--- config.mk ---
export PLATFORM = sky130hd
export DESIGN_NAME = pacman_life_controller
export DESIGN_NICKNAME = d
export VERILOG_FILES = /design/src/rtl/pacman_life_controller_pkg.sv /design/src/rtl/pacman_life_controller_frame_timer.sv /design/src/rtl/pacman_life_controller.sv
export SDC_FILE = /design/constraint.sdc
export NUM_CORES = 1
export LEC_CHECK = 0
export ABC_CLOCK_PERIOD_IN_PS = 1600
export CAP_MARGIN = 20
export CORE_MARGIN = 3
export CORE_UTILIZATION = 47
export CTS_CLUSTER_SIZE = 12
export DETAILED_ROUTE_END_ITERATION = 10
export GPL_ROUTABILITY_DRIVEN = 0
export PLACE_DENSITY = 0.74
export SYNTH_ARGS = -nofsm -noshare
export SYNTH_HDL_FRONTEND = slang
export SYNTH_SLANG_ARGS = --single-unit
--- constraint.sdc ---
create_clock -name clk -period 1.6 [get_ports clk]
set_input_delay 0.16 -clock clk [delete_from_list [all_inputs] [get_ports clk]]
set_output_delay 0.16 -clock clk [all_outputs]
set_load 0.03 [all_outputs]
--- src/rtl/pacman_life_controller_pkg.sv ---
// Shared encodings and widths for the pacman round/lives controller.
package pacman_life_controller_pkg;

    localparam int unsigned STATE_W = 3;
    localparam int unsigned LIVES_W = 3;
    localparam int unsigned ANIM_W  = 8;

    typedef enum logic [STATE_W-1:0] {
        ST_IDLE      = 3'd0,
        ST_PLAY      = 3'd1,
        ST_DYING     = 3'd2,
        ST_RESPAWN   = 3'd3,
        ST_GAME_OVER = 3'd4
    } state_t;

    // Lives never go below zero, even if a death is reported with none left.
    function automatic logic [LIVES_W-1:0] lives_dec(input logic [LIVES_W-1:0] lives);
        return (lives == '0) ? lives : lives - LIVES_W'(1);
    endfunction

endpackage

--- src/rtl/pacman_life_controller_frame_timer.sv ---
// Frame counter: cleared by clr, advanced by en, hit_c flags the target count.
module pacman_life_controller_frame_timer #(
    parameter int unsigned W      = 8,
    parameter int unsigned TARGET = 0
) (
    input  logic         clk,
    input  logic         rst,
    input  logic         clr,
    input  logic         en,
    output logic [W-1:0] count,
    output logic         hit_c
);

    always_ff @(posedge clk or posedge rst) begin
        if (rst) begin
            count <= '0;
        end else if (clr) begin
            count <= '0;
        end else if (en) begin
            count <= count + W'(1);
        end
    end

    assign hit_c = (count == W'(TARGET));

endmodule

--- src/rtl/pacman_life_controller.sv ---
// Round/lives FSM: death animation, respawn pulse, game over.
// Optional collision immunity after respawn: define PACMAN_LIFE_INVULN_EN.
module pacman_life_controller
    import pacman_life_controller_pkg::*;
#(
    parameter int unsigned START_LIVES   = 3,
    parameter int unsigned DEATH_FRAMES  = 60
`ifdef PACMAN_LIFE_INVULN_EN
    ,
    parameter int unsigned INVULN_FRAMES = 90
`endif
) (
    input  logic               clk,
    input  logic               rst,
    input  logic               frame_tick,
    input  logic               pacman_is_dead,
    input  logic               start_btn,
    output logic [LIVES_W-1:0] lives_left,
    output logic [STATE_W-1:0] game_state,
    output logic               freeze_motion,
    output logic               respawn_pulse,
    output logic [ANIM_W-1:0]  death_anim_idx,
`ifdef PACMAN_LIFE_INVULN_EN
    output logic               invulnerable,
`endif
    output logic               game_over
);

    state_t              state;
    logic [ANIM_W-1:0]   timer;
    logic                timer_hit_c;
    logic                death_c;

    assign game_state = state;

    // Timer sits at zero outside DYING so it always enters the animation cleared.
    pacman_life_controller_frame_timer #(
        .W      (ANIM_W),
        .TARGET (DEATH_FRAMES - 1)
    ) u_death_timer (
        .clk   (clk),
        .rst   (rst),
        .clr   (state != ST_DYING),
        .en    (frame_tick),
        .count (timer),
        .hit_c (timer_hit_c)
    );

`ifdef PACMAN_LIFE_INVULN_EN
    localparam int unsigned INV_W = (INVULN_FRAMES > 255) ? 16 : 8;

    logic [INV_W-1:0] inv_count;
    logic             inv_hit_c;

    pacman_life_controller_frame_timer #(
        .W      (INV_W),
        .TARGET (INVULN_FRAMES - 1)
    ) u_invuln_timer (
        .clk   (clk),
        .rst   (rst),
        .clr   (state == ST_RESPAWN),
        .en    (frame_tick && invulnerable),
        .count (inv_count),
        .hit_c (inv_hit_c)
    );

    // Window opens on the RESPAWN->PLAY edge and closes after the last tick.
    always_ff @(posedge clk or posedge rst) begin
        if (rst) begin
            invulnerable <= 1'b0;
        end else if (state == ST_RESPAWN) begin
            invulnerable <= 1'b1;
        end else if (frame_tick && inv_hit_c) begin
            invulnerable <= 1'b0;
        end
    end

    assign death_c = pacman_is_dead && !invulnerable;
`else
    assign death_c = pacman_is_dead;
`endif

    always_ff @(posedge clk or posedge rst) begin
        if (rst) begin
            state          <= ST_IDLE;
            lives_left     <= '0;
            freeze_motion  <= 1'b1;
            respawn_pulse  <= 1'b0;
            death_anim_idx <= '0;
            game_over      <= 1'b0;
        end else begin
            respawn_pulse <= 1'b0;
            case (state)
                ST_IDLE, ST_GAME_OVER: begin
                    if (start_btn) begin
                        state         <= ST_RESPAWN;
                        lives_left    <= LIVES_W'(START_LIVES);
                        respawn_pulse <= 1'b1;
                        game_over     <= 1'b0;
                    end
                end
                ST_RESPAWN: begin
                    state         <= ST_PLAY;
                    freeze_motion <= 1'b0;
                end
                ST_PLAY: begin
                    // A death takes priority over a frame tick in the same cycle.
                    if (death_c) begin
                        state          <= ST_DYING;
                        freeze_motion  <= 1'b1;
                        lives_left     <= lives_dec(lives_left);
                        death_anim_idx <= '0;
                    end
                end
                ST_DYING: begin
                    if (frame_tick) begin
                        if (timer_hit_c) begin
                            death_anim_idx <= '0;
                            if (lives_left == '0) begin
                                state     <= ST_GAME_OVER;
                                game_over <= 1'b1;
                            end else begin
                                state         <= ST_RESPAWN;
                                respawn_pulse <= 1'b1;
                            end
                        end else begin
                            death_anim_idx <= timer + ANIM_W'(1);
                        end
                    end
                end
                default: begin
                    state         <= ST_IDLE;
                    freeze_motion <= 1'b1;
                end
            endcase
        end
    end

endmodule

==> results.json <==
{
  "synth_nets": 149,
  "coreArea_um2": 2590,
  "synth_xor_area_frac": 0.0718,
  "num_rows": 18,
  "dr.pass1.iters": 4,
  "place_area_um2": 1730,
  "cts.sinks": 25,
  "muxShareOfSynthArea": 0.0317,
  "die_h_um": 59.4,
  "final_cell_area_um2": 1790,
  "finClkSkew_ps": 14.5,
  "synth_flop_cell": "dfrtp_1",
  "grt_pass1_wl_um": 5120,
  "synthTopCellsByCount": "dfrtp_1 (24), nand2_1 (15), nor2_1 (15)",
  "required_ps": 1820,
  "fin_crit_ps": 1530,
  "ant_nets": 0,
  "synth_top_area_share": 0.447,
  "whs_ps": 149,
  "cp.arrival_ps": 1760,
  "leakage_nw": 0.770,
  "ys_ff_latch": 25,
  "hp-class": "in2async",
  "avgSynthCellArea_um2": 9.52,
  "clk_pin_slew_ps": 140,
  "synth_top_area_cell": "dfrtp_1",
  "synthAdderAreaFrac": 0.0280,
  "post-route-period-util": 0.958,
  "slew_viol_final": 0,
  "vias": 1130,
  "fillCellCount": 205,
  "htree_levels": 1,
  "maxCapViolCount": 0,
  "final_layout_size_suffix_gt1_frac": 0.256,
  "maxSlewHeadroom": 0.754,
  "syn_inst": 141,
  "worstMarginPinSlew_ps": 369,
  "portBuffers": 21,
  "instances_no_fill": 210,
  "cts_root_buf": "clkbuf_4",
  "placed_cells": 204,
  "grt_pass1_vias": 1130,
  "diodes": 0,
  "grt_max_degree": 14,
  "vias_per_cell": 5.38,
  "detailed_place_hpwl_um": 2240,
  "antenna_found_initial": 0,
  "drt_iter0_drc": 29,
  "yosysSeqAreaShare": 0.467,
  "clockBufferDepth": 2,
  "num_io_pins": 22,
  "setup_tns_ps": 0,
  "setup_viol": 0,
  "endpoint_kind": "flip-flop",
  "initial_core_util": 0.518,
  "hold_violations": 0,
  "fmax_mhz": 652,
  "wl_per_cell_um": 14.2,
  "cts_tree": "yes",
  "yosysMostFrequentCell": "dfrtp_1",
  "numCtsBuffers": 3,
  "synth_top_family_by_area": "simple AND/OR/NAND/NOR gates",
  "status": "complete, no violations",
  "synth_warnings": 0,
  "critPathLaunchType": "flip-flop",
  "die_width_um": 59.4,
  "drc": 0,
  "crit_type": "reg2reg",
  "power_density_nw_per_um2": 1210,
  "synthSimpleGateAreaFrac": 0.218,
  "grt_remaining_overflow": 0,
  "ys_types": 31,
  "crit_path_start": "lives_left[1]$_DFFE_PP0P_",
  "dieArea_um2": 3530,
  "synth-compound-area-share": 0.134,
  "synth-edff-count": 0,
  "nets": 189,
  "clk_latency_ps": 320,
  "worst-path-max-fanout": 3,
  "synth.top_cells.by_area": "dfrtp_1 (45%), o21ai_2 (4.6%), xor2_1 (4.6%)",
  "syn_to_final_growth_pct": 33.1,
  "reg2reg_from": "lives_left[1]$_DFFE_PP0P_",
  "synth_area_um2": 1340,
  "async_reset_ff_frac": 1.00,
  "drt-total-wl_um": 2980,
  "ir_drop_v": 0.00119,
  "grt_usage": 0.187
}
## area by class of cell
type | instances | area, um2 | share of cell area
Multi-Input combinational cell | 102 | 706 | 0.395
Sequential cell | 25 | 631 | 0.353
Timing Repair Buffer | 42 | 360 | 0.202
Tap cell | 30 | 37.5 | 0.0210
Clock buffer | 4 | 26.3 | 0.0147
Inverter | 7 | 26.3 | 0.0147
## state kept, by name (all words and copies together) (netlist names)
signal	cells
death_anim_idx	8
u_death_timer.count	8
game_state	3
lives_left	3
freeze_motion	1
game_over	1
respawn_pulse	1
## report_power, final
part	switching [W]	internal, W
logic	0.000593	0.000455
registers	0.0000896	0.000735
clock network	0.000186	0.0000974
## final timing paths
kind	cells after the start	to	slack [ps]
worst min-delay path	2	freeze_motion$_DFFE_PP1P_	150
worst max-delay path	7	lives_left[1]$_DFFE_PP0P_	70
min in group clk	2	death_anim_idx[0]$_DFFE_PP0P_	490
worst max register to register	7	lives_left[1]$_DFFE_PP0P_	70
max in group asynchronous	3	u_death_timer.count[1]$_DFFE_PP0N_	1240
worst min register to register	2	death_anim_idx[0]$_DFFE_PP0P_	490
## metrics by stage
| stage | power, W | setup WS [ps] | utilization |
|---|---|---|---|
| after floorplan | 0.00147 | -109 | - |
| after global placement | 0.00186 | -20.2 | 0.670 |
| after global routing | 0.00231 | -19.4 | 0.690 |
| final | 0.00216 | 66.8 | 0.690 |
| after detailed placement | 0.00190 | -51.7 | 0.670 |
| after CTS | 0.00216 | 15.6 | 0.684 |
## worst max-delay path, stage by stage (launching register included)
cell and delay (ps):
dfrtp_2 390, inv_2 50, ha_4 150, ha_4 160, nor2_4 80, nand3_2 100, a21oi_4 190, mux2_4 310
## kinds of logic (layout without fill, tap and decap cells)
| group | count (synthesis) | after routing |
|---|---|---|
| and+or+nand+nor | 56 | 56 |
| AOI/OAI and AO/OA | 28 | 28 |
| DFF | 25 | 25 |
| buffers and inverters | 14 | 53 |
| xor gates and xnor gates | 11 | 11 |
| muxes | 4 | 4 |
| adders and majority gates | 3 | 3 |
## cells in the final DEF, fill, tap and decap left out, drive strengths merged
cell	n
o41ai	1
dfstp	1
mux2	2
or3	3
a31oi	2
nand3	6
o21ai	13
nand2b	5
clkbuf	4
nand4	4
ha	3
dlygate4sd2	6
mux2i	2
clkdlybuf4s50	15
nand2	15
and3	3
inv	7
dfrtp	24
xor2	7
o21a	1
nor3	1
xnor2	4
buf	21
nor4	1
nor2	15
and3b	2
o22ai	2
a21oi	8
o31ai	1
nand3b	1
## routing by layer
metal,vias up,global-route usage,share of wire
li1,563,-,-
met3,4,0.0283,0.052
met2,36,0.318,0.49
met5,-,0,0
met1,527,0.241,0.45
met4,0,0.0583,0.011
## timing repair
action,4_1_cts,5_1_grt
gates resized for setup,9,1
pin swaps,2,1
endpoints found under the setup margin,9,8
cloned,0,0
hold buffers,0,0
setup buffers,0,2
No activity file was read; power rests on OpenSTA's default activity.
